### config.mk
export PLATFORM = sky130hd
export DESIGN_NAME = pool_max2
export DESIGN_NICKNAME = d
export VERILOG_FILES = /design/src/rtl/pool_max2.sv
export SDC_FILE = /design/constraint.sdc
export NUM_CORES = 1
export LEC_CHECK = 0
export CAP_MARGIN = 0
export CORE_MARGIN = 4
export CORE_UTILIZATION = 25
export DETAILED_ROUTE_END_ITERATION = 7
export GPL_TIMING_DRIVEN = 0
export SLEW_MARGIN = 0
export SYNTH_ARGS = -nofsm -noshare
export SYNTH_HDL_FRONTEND = slang
export SYNTH_SLANG_ARGS = --single-unit
### constraint.sdc
create_clock -name clk -period 4.3 [get_ports clk]
set_input_delay 0.86 -clock clk [delete_from_list [all_inputs] [get_ports clk]]
set_output_delay 0.86 -clock clk [all_outputs]
set_load 0.02 [all_outputs]
### src/rtl/pool_max2.sv
// Streaming 2x2 max-pool: consumes a raster stream and emits one pooled sample per 2x2 window.
// Build option: define POOL_RELU_EN to clamp negative pooled results to zero (fused ReLU).
module pool_max2 #(
  parameter int IN_DIM = 28,
  parameter int PP     = 8
) (
  input  logic              clk,
  input  logic              reset,
  input  logic signed [PP:0] pxl_in,
  input  logic              in_valid,
  output logic signed [PP:0] pool_out,
  output logic              out_valid,
  output logic              frame_end
);

  localparam int CW   = (IN_DIM > 2) ? $clog2(IN_DIM) : 1;
  localparam int HALF = IN_DIM / 2;
  localparam int AW   = (HALF > 1) ? $clog2(HALF) : 1;

  logic        [CW-1:0] r_col;
  logic        [CW-1:0] r_row;
  logic signed [PP:0]   r_h;
  logic signed [PP:0]   r_linebuf [HALF];
  logic signed [PP:0]   r_pool_out;
  logic                 r_out_valid;
  logic                 r_frame_end;

  logic                 w_col_last;
  logic                 w_row_last;
  logic        [AW-1:0] w_lb_idx;
  logic signed [PP:0]   w_lb_rd;
  logic signed [PP:0]   w_pair;
  logic signed [PP:0]   w_max;
  logic signed [PP:0]   w_result;

  assign w_col_last = (r_col == CW'(IN_DIM - 1));
  assign w_row_last = (r_row == CW'(IN_DIM - 1));
  assign w_lb_idx   = AW'(r_col >> 1);
  assign w_lb_rd    = r_linebuf[w_lb_idx];

  // Both operands are declared signed, so these compares are two's-complement.
  assign w_pair = (r_h > pxl_in) ? r_h : pxl_in;
  assign w_max  = (w_lb_rd > w_pair) ? w_lb_rd : w_pair;

`ifdef POOL_RELU_EN
  assign w_result = (w_max < 0) ? '0 : w_max;
`else
  assign w_result = w_max;
`endif

  // NOTE: sequential state uses non-blocking (<=) so every register samples pre-edge values.
  always_ff @(posedge clk or negedge reset) begin
    if (!reset) begin
      r_col       <= '0;
      r_row       <= '0;
      r_h         <= '0;
      r_pool_out  <= '0;
      r_out_valid <= 1'b0;
      r_frame_end <= 1'b0;
    end else begin
      r_out_valid <= 1'b0;
      r_frame_end <= 1'b0;
      if (in_valid) begin
        if (w_col_last) begin
          r_col <= '0;
          r_row <= w_row_last ? '0 : r_row + CW'(1);
        end else begin
          r_col <= r_col + CW'(1);
        end

        if (!r_col[0]) begin
          r_h <= pxl_in;
        end else if (r_row[0]) begin
          r_pool_out  <= w_result;
          r_out_valid <= 1'b1;
          r_frame_end <= w_row_last && w_col_last;
        end
      end
    end
  end

  // NOTE: the line buffer has no reset; each entry is written on an even row before the odd row reads it.
  always_ff @(posedge clk) begin
    if (in_valid && r_col[0] && !r_row[0]) begin
      r_linebuf[w_lb_idx] <= w_pair;
    end
  end

  assign pool_out  = r_pool_out;
  assign out_valid = r_out_valid;
  assign frame_end = r_frame_end;

endmodule

Word level (Yosys, flattened, before mapping)
Memory sizes are Yosys's and may differ from the RTL's.
Index checks and enable logic that the tools add are counted.
- register bits after elaboration: 30
- input bits: 12
- RAM bits: 126
- output and inout bits: 11
- memories: 1
- logic and storage cells: 33
- reductions and logical operators: 7
- equal/unequal tests: 2
- order comparisons: 2
- bitwise operators: 1
- $add $sub $neg: 2
- mux-type cells: 12
- memory list (memory ; depth ; bits a word ; rd ports ; clocked after memory_dff ; wr ports ; line ; RTL):
    r_linebuf ; 14 ; 9 ; 1 ; 0 ; 1 ; 23 ; logic signed [PP:0] r_linebuf [HALF];
- operators by type and width (kind ; number):
    greater-than comparator 9 bit ; 2
    two-way mux 9 bit ; 2
    adder 5 x 1 -> 5 bit (second input constant) ; 2
    equality test 5 bit (second input constant) ; 2
    two-way mux 5 bit ; 2
    two-way mux 1 bit ; 8
    AND reduction 2 bit ; 2
    logical AND 1 bit ; 3
    AND reduction 3 bit ; 1
    zero test 1 bit ; 1
    NOT 1 bit ; 1

Depth between registers and ports, before layout
- depth in word-level cells: 5
- mapped depth: 18

Worst setup path before layout
Ideal clock, no wire load.
- kind: input to register
- from: in pxl_in[8]
- to: reg r_pool_out[0], in the netlist pool_out[0]
- cell stages on the path: 18
- path slack: 108 ps
- data arrival time: 4097 ps
- cell sequence: inv_1 -> ha_1 -> buf_6 -> nand4_4 -> or3_1 -> o211a_2 -> buf_6 -> o21ai_1 -> a21oi_1 -> nor2_1 -> ha_1 -> nand4_1 -> or3_1 -> o2111ai_1 -> o21ai_2 -> or2b_2 -> clkbuf_8 -> o31ai_1
- longest elaborated chain between the ends: 4
- RTL lines (what ; line ; RTL):
    start, declared ; 9 ; input logic signed [PP:0] pxl_in,
    greater-than comparator 9 bit * ; 42 ; assign w_pair = (r_h > pxl_in) ? r_h : pxl_in;
    two-way mux 9 bit * ; 42 ;
    net w_pair[0] ; 32 ; logic signed [PP:0] w_pair;
    greater-than comparator 9 bit ; 43 ; assign w_max = (w_lb_rd > w_pair) ? w_lb_rd : w_pair;
    two-way mux 9 bit * ; 43 ;
    end signal, assigned ; 74 ; r_pool_out <= w_result;
    end, declared ; 24 ; logic signed [PP:0] r_pool_out;
The timed path passes the listed nets; every way through them passes the cells marked *.
A chain may end at the register's enable or synchronous reset.

Final worst setup path
- from: in pxl_in[3]
- to: reg r_pool_out[0], in the netlist pool_out[0]
- longest elaborated chain between the ends: 4
- RTL lines (what ; line):
    greater-than comparator 9 bit ; 42
    two-way mux 9 bit * ; 42
    greater-than comparator 9 bit ; 43
    two-way mux 9 bit * ; 43
Every way passes the cells marked *; elsewhere a longest branch is shown, timed or not.

==> metrics.yaml <==
status: "finished clean"
fp.dieH_microns: 176
io_pins: 23
placement.setup.worst_slack_ns: -1.11
routed_wirelength_microns: 16300
final_core_util_pct: 31.9
reg2reg_depth: 12
cts_tree: "built"
groute.usage.overall_pct: 10.6
clk_latency_ns: 0.43
htree_levels: 4
final_design_area_no_fill_sq_um: 8880
sequentialPowerShare_pct: 32.7
share_comb_of_total_power_pct: 43.3
yosys.area.top_type: "sky130_fd_sc_hd__edfxtp_1"
finalWeightedCongestion: 0.810
worst-slew-pin-transition_ns: 1.28
clock_sink_count: 156
yosysUniqueCellTypes: 50
startpoint_type: "primary input"
dr.first_iter.drc_count: 326
synth-warning-count: 0
worst-endpoint-arrival_ns: 4.61
worst-r2r-setup-slack_ns: 0.39
grt_start_max_net_pins: 31
timing.final.setup_violations: 0
postRouteAntennaNets: 0
ir_drop_mv: 0.365
power.switching_mw: 2.37
timing.final.hold_violations: 0
synth_sequential_area_ratio_pct: 64.0
routed_wire_length_per_instance_microns: 17.6
largest_cells_by_area_after_synthesis: "sky130_fd_sc_hd__edfxtp_1, sky130_fd_sc_hd__dfrtp_1, sky130_fd_sc_hd__mux4_2, sky130_fd_sc_hd__ha_1, sky130_fd_sc_hd__nand2_1"
drc: 0
drt-vias-per-instance: 4.59
power.leakage_nw: 3.02
setup_tns_ns: 0
final_critical_path_setup_slack_ns: 0.0347
worstReg2RegEnd: "pool_out[0]"
wire_length_of_the_first_global_routing_pass_microns: 25200
nFillCells: 2710
crit_path_end_kind: "register"
power.internal_mw: 3.96
p_sw_share_pct: 37.4
max_slew_margin_pct: 13.9
p_per_area_nw_per_um2: 712
path_clk_slew_ns: 0.07
last_element_of_the_critical_path: "pool_out[0]"
timing.max_cap.violations: 0
dr_total_vias: 4233
ctsRootBufferMaster: "sky130_fd_sc_hd__clkbuf_16"
buffers_added_on_ports: 22
number_of_antenna_violations_at_the_first_check_in_global_routing: 0
cts_max_path_buffers: 2
r2r_start: "r_col[2]"
drive_gt1_share_pct: 30.1
post-route-period-util_pct: 99.2
first_global_vias: 4304
ys_seq_elements: 156
clockPowerShare_pct: 23.9
num-nets-final: 564
area_of_the_core_sq_um: 27900
holdCritPathClass: "in -> async"
die_w_microns: 176
final_max_slew_viol_count: 0
timing.critical_path.from: "pxl_in[3]"
synth_top_area_share_pct: 53.4
design.die.area_sq_um: 31100
cts-buffers-inserted: 17
dr.pass1.iters: 6
area_growth_pct: 25.3
synthCells: 486
postSynthAreaPerCell_sq_um: 14.6
hpwl_dp_microns: 11000
final.min_clock_period_ns: 4.27
initial_utilization_pct: 25.4
synthFlopType: "sky130_fd_sc_hd__edfxtp_1"
critical_path_peak_fanout: 7
maximum_achievable_frequency_ghz: 0.234
synthesis.nets: 518
placement_rows: 61
cts-hold-fix-buffers: 0
worst_ep_required_time_ns: 4.65
async_flop_share_pct: 19.2
worstSetupPathType: "in -> reg"
detailed_place.area_sq_um: 7790
grt_overflow: 0
synth_area_sq_um: 7080
synth-edff-count: 126
diodes: 0
fin_worst_hold_slack_ns: 0.485
clock-skew-final_ns: 0.0104
cells in the mapped netlist, types with 3 or more instances:
| cell type | instances |
|---|---|
| sky130_fd_sc_hd__buf_6 | 6 |
| sky130_fd_sc_hd__o31ai_1 | 8 |
| sky130_fd_sc_hd__buf_2 | 3 |
| sky130_fd_sc_hd__dfrtp_1 | 30 |
| sky130_fd_sc_hd__nor3_1 | 13 |
| sky130_fd_sc_hd__or3_1 | 7 |
| sky130_fd_sc_hd__mux4_2 | 27 |
| sky130_fd_sc_hd__clkbuf_8 | 3 |
| sky130_fd_sc_hd__a31oi_1 | 12 |
| sky130_fd_sc_hd__nand4_1 | 4 |
| sky130_fd_sc_hd__clkbuf_1 | 9 |
| sky130_fd_sc_hd__ha_1 | 20 |
| sky130_fd_sc_hd__mux2_2 | 10 |
| sky130_fd_sc_hd__nand2b_1 | 3 |
| sky130_fd_sc_hd__nor2_1 | 36 |
| sky130_fd_sc_hd__nor2b_1 | 8 |
| sky130_fd_sc_hd__a211oi_1 | 7 |
| sky130_fd_sc_hd__mux2i_1 | 8 |
| sky130_fd_sc_hd__inv_1 | 13 |
| sky130_fd_sc_hd__nand3_1 | 6 |
| sky130_fd_sc_hd__o21ai_0 | 21 |
| sky130_fd_sc_hd__a211oi_2 | 7 |
| sky130_fd_sc_hd__a21oi_1 | 12 |
| sky130_fd_sc_hd__nand2_1 | 43 |
| sky130_fd_sc_hd__edfxtp_1 | 126 |
| sky130_fd_sc_hd__o21ai_1 | 8 |
| sky130_fd_sc_hd__or2_1 | 7 |
how the worst min path moves through the flow:
stage / from / endpoint / slack (ns) / depth (start not counted)
final: reset / r_row[4] / 0.48 / 1
after global routing: reset / r_row[4] / 0.54 / 1
after CTS: reset / r_row[4] / 0.50 / 1
after detailed placement: r_row[4] / r_row[4] / 0.50 / 2
after global placement: r_row[4] / r_row[4] / 0.50 / 2
after floorplan: r_row[4] / r_row[4] / 0.46 / 2
final cells by class:
class	instances	area, sq um	share of cell area, %
clock buffers	17	425	4.79
inverters	14	52.6	0.592
flip-flops and latches	156	4530	51.1
well taps	378	473	5.33
multi-input cells	292	2760	31.1
clock inverters	15	161	1.82
repair buffers	27	289	3.25
plain buffers	24	184	2.07
logic make-up (layout without fill, tap and decap cells):
logic type	count (synthesis)	in the layout	share of synthesized area (%)
AO/OA/AOI/OAI	87	87	8.20
XOR/XNOR	2	2	0.247
adder cells (fa/ha/maj)	20	20	3.53
buffers and inverters	39	97	3.28
flip-flops	156	156	64.0
multiplexers	45	45	11.3
AND/OR/NAND/NOR	137	138	9.43
stage by stage:
stage / cells / total power [mW]
finish: 923 / 6.33
global route: 923 / 6.69
CTS: 919 / 5.98
detailed placement: 886 / 4.32
floorplan: 486 / 3.62
global placement: 886 / 4.27
registers in the layout, summed over array words and instances, names as in the netlist:
| register | flops |
|---|---|
| out_valid | 1 |
| pool_out | 9 |
| r_col | 5 |
| r_row | 5 |
| r_h | 9 |
| frame_end | 1 |
| r_linebuf | 126 |
what timing repair did:
action	in CTS	in global routing
setup endpoints to repair	9	9
pin swaps	1	14
resized for setup	18	67
cloned	0	2
buffers inserted	2	2
critical path, stage by stage:
cell and delay, ns:
sky130_fd_sc_hd__clkdlybuf4s50_1 0.54, sky130_fd_sc_hd__inv_2 0.08, sky130_fd_sc_hd__ha_1 0.30, sky130_fd_sc_hd__nand4_1 0.11, sky130_fd_sc_hd__or3_4 0.35, sky130_fd_sc_hd__o211a_4 0.20, sky130_fd_sc_hd__o21ai_0 0.27, sky130_fd_sc_hd__a21oi_2 0.12
sky130_fd_sc_hd__or2_1 0.25, sky130_fd_sc_hd__ha_1 0.28, sky130_fd_sc_hd__nand2_1 0.07, sky130_fd_sc_hd__or3_1 0.39, sky130_fd_sc_hd__o2111ai_2 0.11, sky130_fd_sc_hd__o21ai_4 0.11, sky130_fd_sc_hd__or2b_4 0.32, sky130_fd_sc_hd__o31ai_2 0.25
placed cells by master, fill, tap and decap left out, types with 8 or more instances in the layout:
master	count
sky130_fd_sc_hd__clkdlybuf4s50_1	15
sky130_fd_sc_hd__dfrtp_1	30
sky130_fd_sc_hd__nor2b_1	8
sky130_fd_sc_hd__clkbuf_1	9
sky130_fd_sc_hd__mux4_2	27
sky130_fd_sc_hd__mux2_2	10
sky130_fd_sc_hd__nor3_1	9
sky130_fd_sc_hd__mux2i_1	8
sky130_fd_sc_hd__nor2_1	29
sky130_fd_sc_hd__ha_1	10
sky130_fd_sc_hd__o21ai_0	20
sky130_fd_sc_hd__ha_4	10
sky130_fd_sc_hd__edfxtp_1	126
sky130_fd_sc_hd__nand2_1	43
sky130_fd_sc_hd__a21oi_2	9
sky130_fd_sc_hd__clkbuf_16	18
metal layers:
metal | GRT usage, % | part of all wire, %
met4 | 2.71 | 1.0
met3 | 3.21 | 5.6
met1 | 14.5 | 46
met2 | 16.5 | 47
met5 | 0 | 0
power groups by stage:
stage | sequential (mW) | clock (mW) | combinational [mW]
after floorplan | 2.11 | 0 | 1.51
after global routing | 2.09 | 1.60 | 3.00
after global placement | 2.09 | 0 | 2.18
after CTS | 2.07 | 1.53 | 2.38
final | 2.07 | 1.51 | 2.74
after detailed placement | 2.10 | 0 | 2.22
No activity file was read; power rests on OpenSTA's default activity.
==> patch: new RTL, same settings <==
Make the reset (`reset`) synchronous in one clocked block.
--- a/src/rtl/pool_max2.sv
+++ b/src/rtl/pool_max2.sv
@@ -51,3 +51,3 @@
   // NOTE: sequential state uses non-blocking (<=) so every register samples pre-edge values.
-  always_ff @(posedge clk or negedge reset) begin
+  always_ff @(posedge clk) begin
     if (!reset) begin
Function: same outputs for any inputs over 10 cycles, from zero or initial values and one cycle with reset low; that may be too few to reach the edited logic, so the function may still have changed.
==> patch against the original RTL <==
Fmax up 3.5%. Routed wire length down 8.8%. Area after synthesis down 3.1%. Setup slack better by 0.14 ns. First-iteration DRC count down 0.31%. Count of clock-buffer cells in the layout up 1. Utilization down 1.2 points. Sequential cell count up 4. Synthesized cell count down 3.5%. Die area down 3.0%. Critical path depth down 2. Final area down 6.9%.
Power is not compared: it rests on default switching activity, and its combinational part moved more than twofold at a synthesized area within 25%.
==> patch: results (changes against the original RTL) <==
* Outcome: complete, no violations
* Clock latency on the worst-skew pair at 0.42 ns
* Cell with the largest stage delay on the worst path: clkdlybuf4s50_1
* Delay of the slowest cell on the worst path at 0.52 ns (-0.02 ns)
* Longest Clk Path Bufs at 2 (unchanged)
* HPWL reported at the end of detailed placement at 10130 microns (-8.3%)
* Worst Path Arrival at 4.43 ns (-0.18 ns)
* Drt first-iter violations at 325 (-0.31%)
* Number of library cell types mapped by synthesis at 47 (-6.0%)
* CTS clock-pin slew for the worst setup and hold paths at around 0.06 ns
* Number of optimization iterations in the first detailed-route pass at 5 (-1)
* Type of the most critical hold path: reg -> reg
* Final weighted congestion of routability-driven global placement at 0.7953 (-1.8%)
* Global-route track usage on met1 at 0.1425 (-0.002130)
* Detailed-route vias per instance at 4.599 (+0.28%)
* Fraction of final layout cells sized beyond drive strength 1 at 0.2079 (-0.09298)
* Number of inserted diodes at 0 (unchanged)
* Overall global routing resource usage at 0.1019 (-0.003781)
* GR Layer Usage met2 at 0.1602 (-0.005094)
* Total Wirelength at 14830 microns (-8.8%)
* Worst-case clock skew at 0.007816 ns (-0.002595 ns)
* H-tree depth at 4 (unchanged)
* Initial antenna violation count at 0 (unchanged)
* Cell family with the largest share of critical-path delay: compound AO/OA/AOI/OAI gates
* Fill cell instance count of the final layout at 2635 (-2.8%)
* Largest cells by area after synthesis: edfxtp_1, dfxtp_1, mux4_2, ha_1, mux2i_1
* Cell at the root of the clock tree: clkbuf_16
* First-pass GRT wire length at 23680 microns (-5.8%)
* Final net count at 548 (-2.8%)
* Synth async-reset ratio at 0 (-0.1923)
* Post-synth EDFFs at 126 (unchanged)
* GRT met3 Usage at 0.01396 (-0.01816)
* Most frequent cells after synthesis: edfxtp_1, nand2_1, dfxtp_1
* Setup slack after placement at -1.154 ns (-0.04531 ns)
* Total net switching power at 0.8339 mW
* Crit Path Max Fanout at 7 (unchanged)
* Worst-Margin Slew at 0.9646 ns (-0.3163 ns)
* IO Port Bufs at 21 (-4.5%)
* Syn_nets at 501 (-3.3%)
* Largest register FFs at 126 (unchanged)
* Register containing the most flip-flops in the final layout: r_linebuf
* Worst ir drop on vdd at 0.2447 mV
* Warnings, synthesis at 0 (unchanged)
* Number of global-route vias before repair at 3987 (-7.4%)
* Pin count of the biggest net entering global routing at 17 (-45%)
* Sequential fraction of the synthesis area at 0.6504 (+0.01033)
* Total clock buffers created by CTS at 17 (unchanged)
[patch: power groups by stage]
stage	Sequential, mW	Clock [mW]	Combinational, mW
after global placement	1.76	0	0.300
after CTS	1.73	1.43	0.349
after detailed placement	1.76	0	0.304
after floorplan	1.76	0	0.203
after global routing	1.73	1.51	0.397
final	1.73	1.40	0.364
[patch: worst paths after layout]
| kind | start | end | slack [ns] | cells after the start |
|---|---|---|---|---|
| setup / recovery | pxl_in[3] | pool_out[6]$_SDFFE_PN0P_ | 0.18 | 14 |
| hold / removal | r_h[0]$_SDFFE_PN0P_ | r_h[0]$_SDFFE_PN0P_ | 0.47 | 2 |
| hold reg to reg | r_h[0]$_SDFFE_PN0P_ | r_h[0]$_SDFFE_PN0P_ | 0.47 | 2 |
| setup reg to reg | flip-flop | pool_out[6]$_SDFFE_PN0P_ | 0.48 | 11 |
[patch: metal layers]
layer | vias up | routed length [microns]
met5 | - | 0
met4 | 0 | 257
met3 | 16 | 509
met2 | 80 | 7096
met1 | 2010 | 6971
li1 | 1895 | -
[patch: cell type report]
type | instances | area (sq um) | area share
buffer | 20 | 120.1 | 0.01453
multi-input combinational | 263 | 2313 | 0.2799
clock inverter | 14 | 128.9 | 0.01559
tap | 341 | 426.7 | 0.05162
sequential | 160 | 4464 | 0.5401
inverter | 26 | 97.59 | 0.01181
timing repair buffer | 28 | 285.3 | 0.03451
clock buffer | 18 | 429.2 | 0.05192
[patch: kinds of logic after synthesis]
kind of cell	count (synthesis)	synth area share
xor gates and xnor gates	1	0.001276
muxes	54	0.1294
AOI/OAI and AO/OA	66	0.06818
buffers and inverters	46	0.03172
DFF	160	0.6504
and+or+nand+nor	122	0.08258
adders and majority gates	20	0.03646
[patch: worst reg2reg max path, delay by kind of cell (launching register included)]
family,cells,cell delay (ns)
AO/OA/AOI/OAI,6,1.60
adder cells (fa/ha/maj),1,0.35
buffers and inverters,2,0.82
flip-flops,1,0.30
multiplexers,1,0.41
AND/OR/NAND/NOR,1,0.23
[patch: repair_timing]
item,in CTS,in global routing
hold buffers,0,0
setup endpoints to repair,9,9
setup buffers,4,3
pin swaps,3,5
cloned,0,0
resized for setup,17,12
[patch: per-stage QoR]
step / cells / setup TNS [ns] / cell area, sq um
floorplan: 469 / 0 / 6864
detailed placement: 831 / -10.02 / 7501
CTS: 867 / 0 / 8183
global route: 870 / 0 / 8265
global placement: 831 / -9.474 / 7501
finish: 870 / 0 / 8265
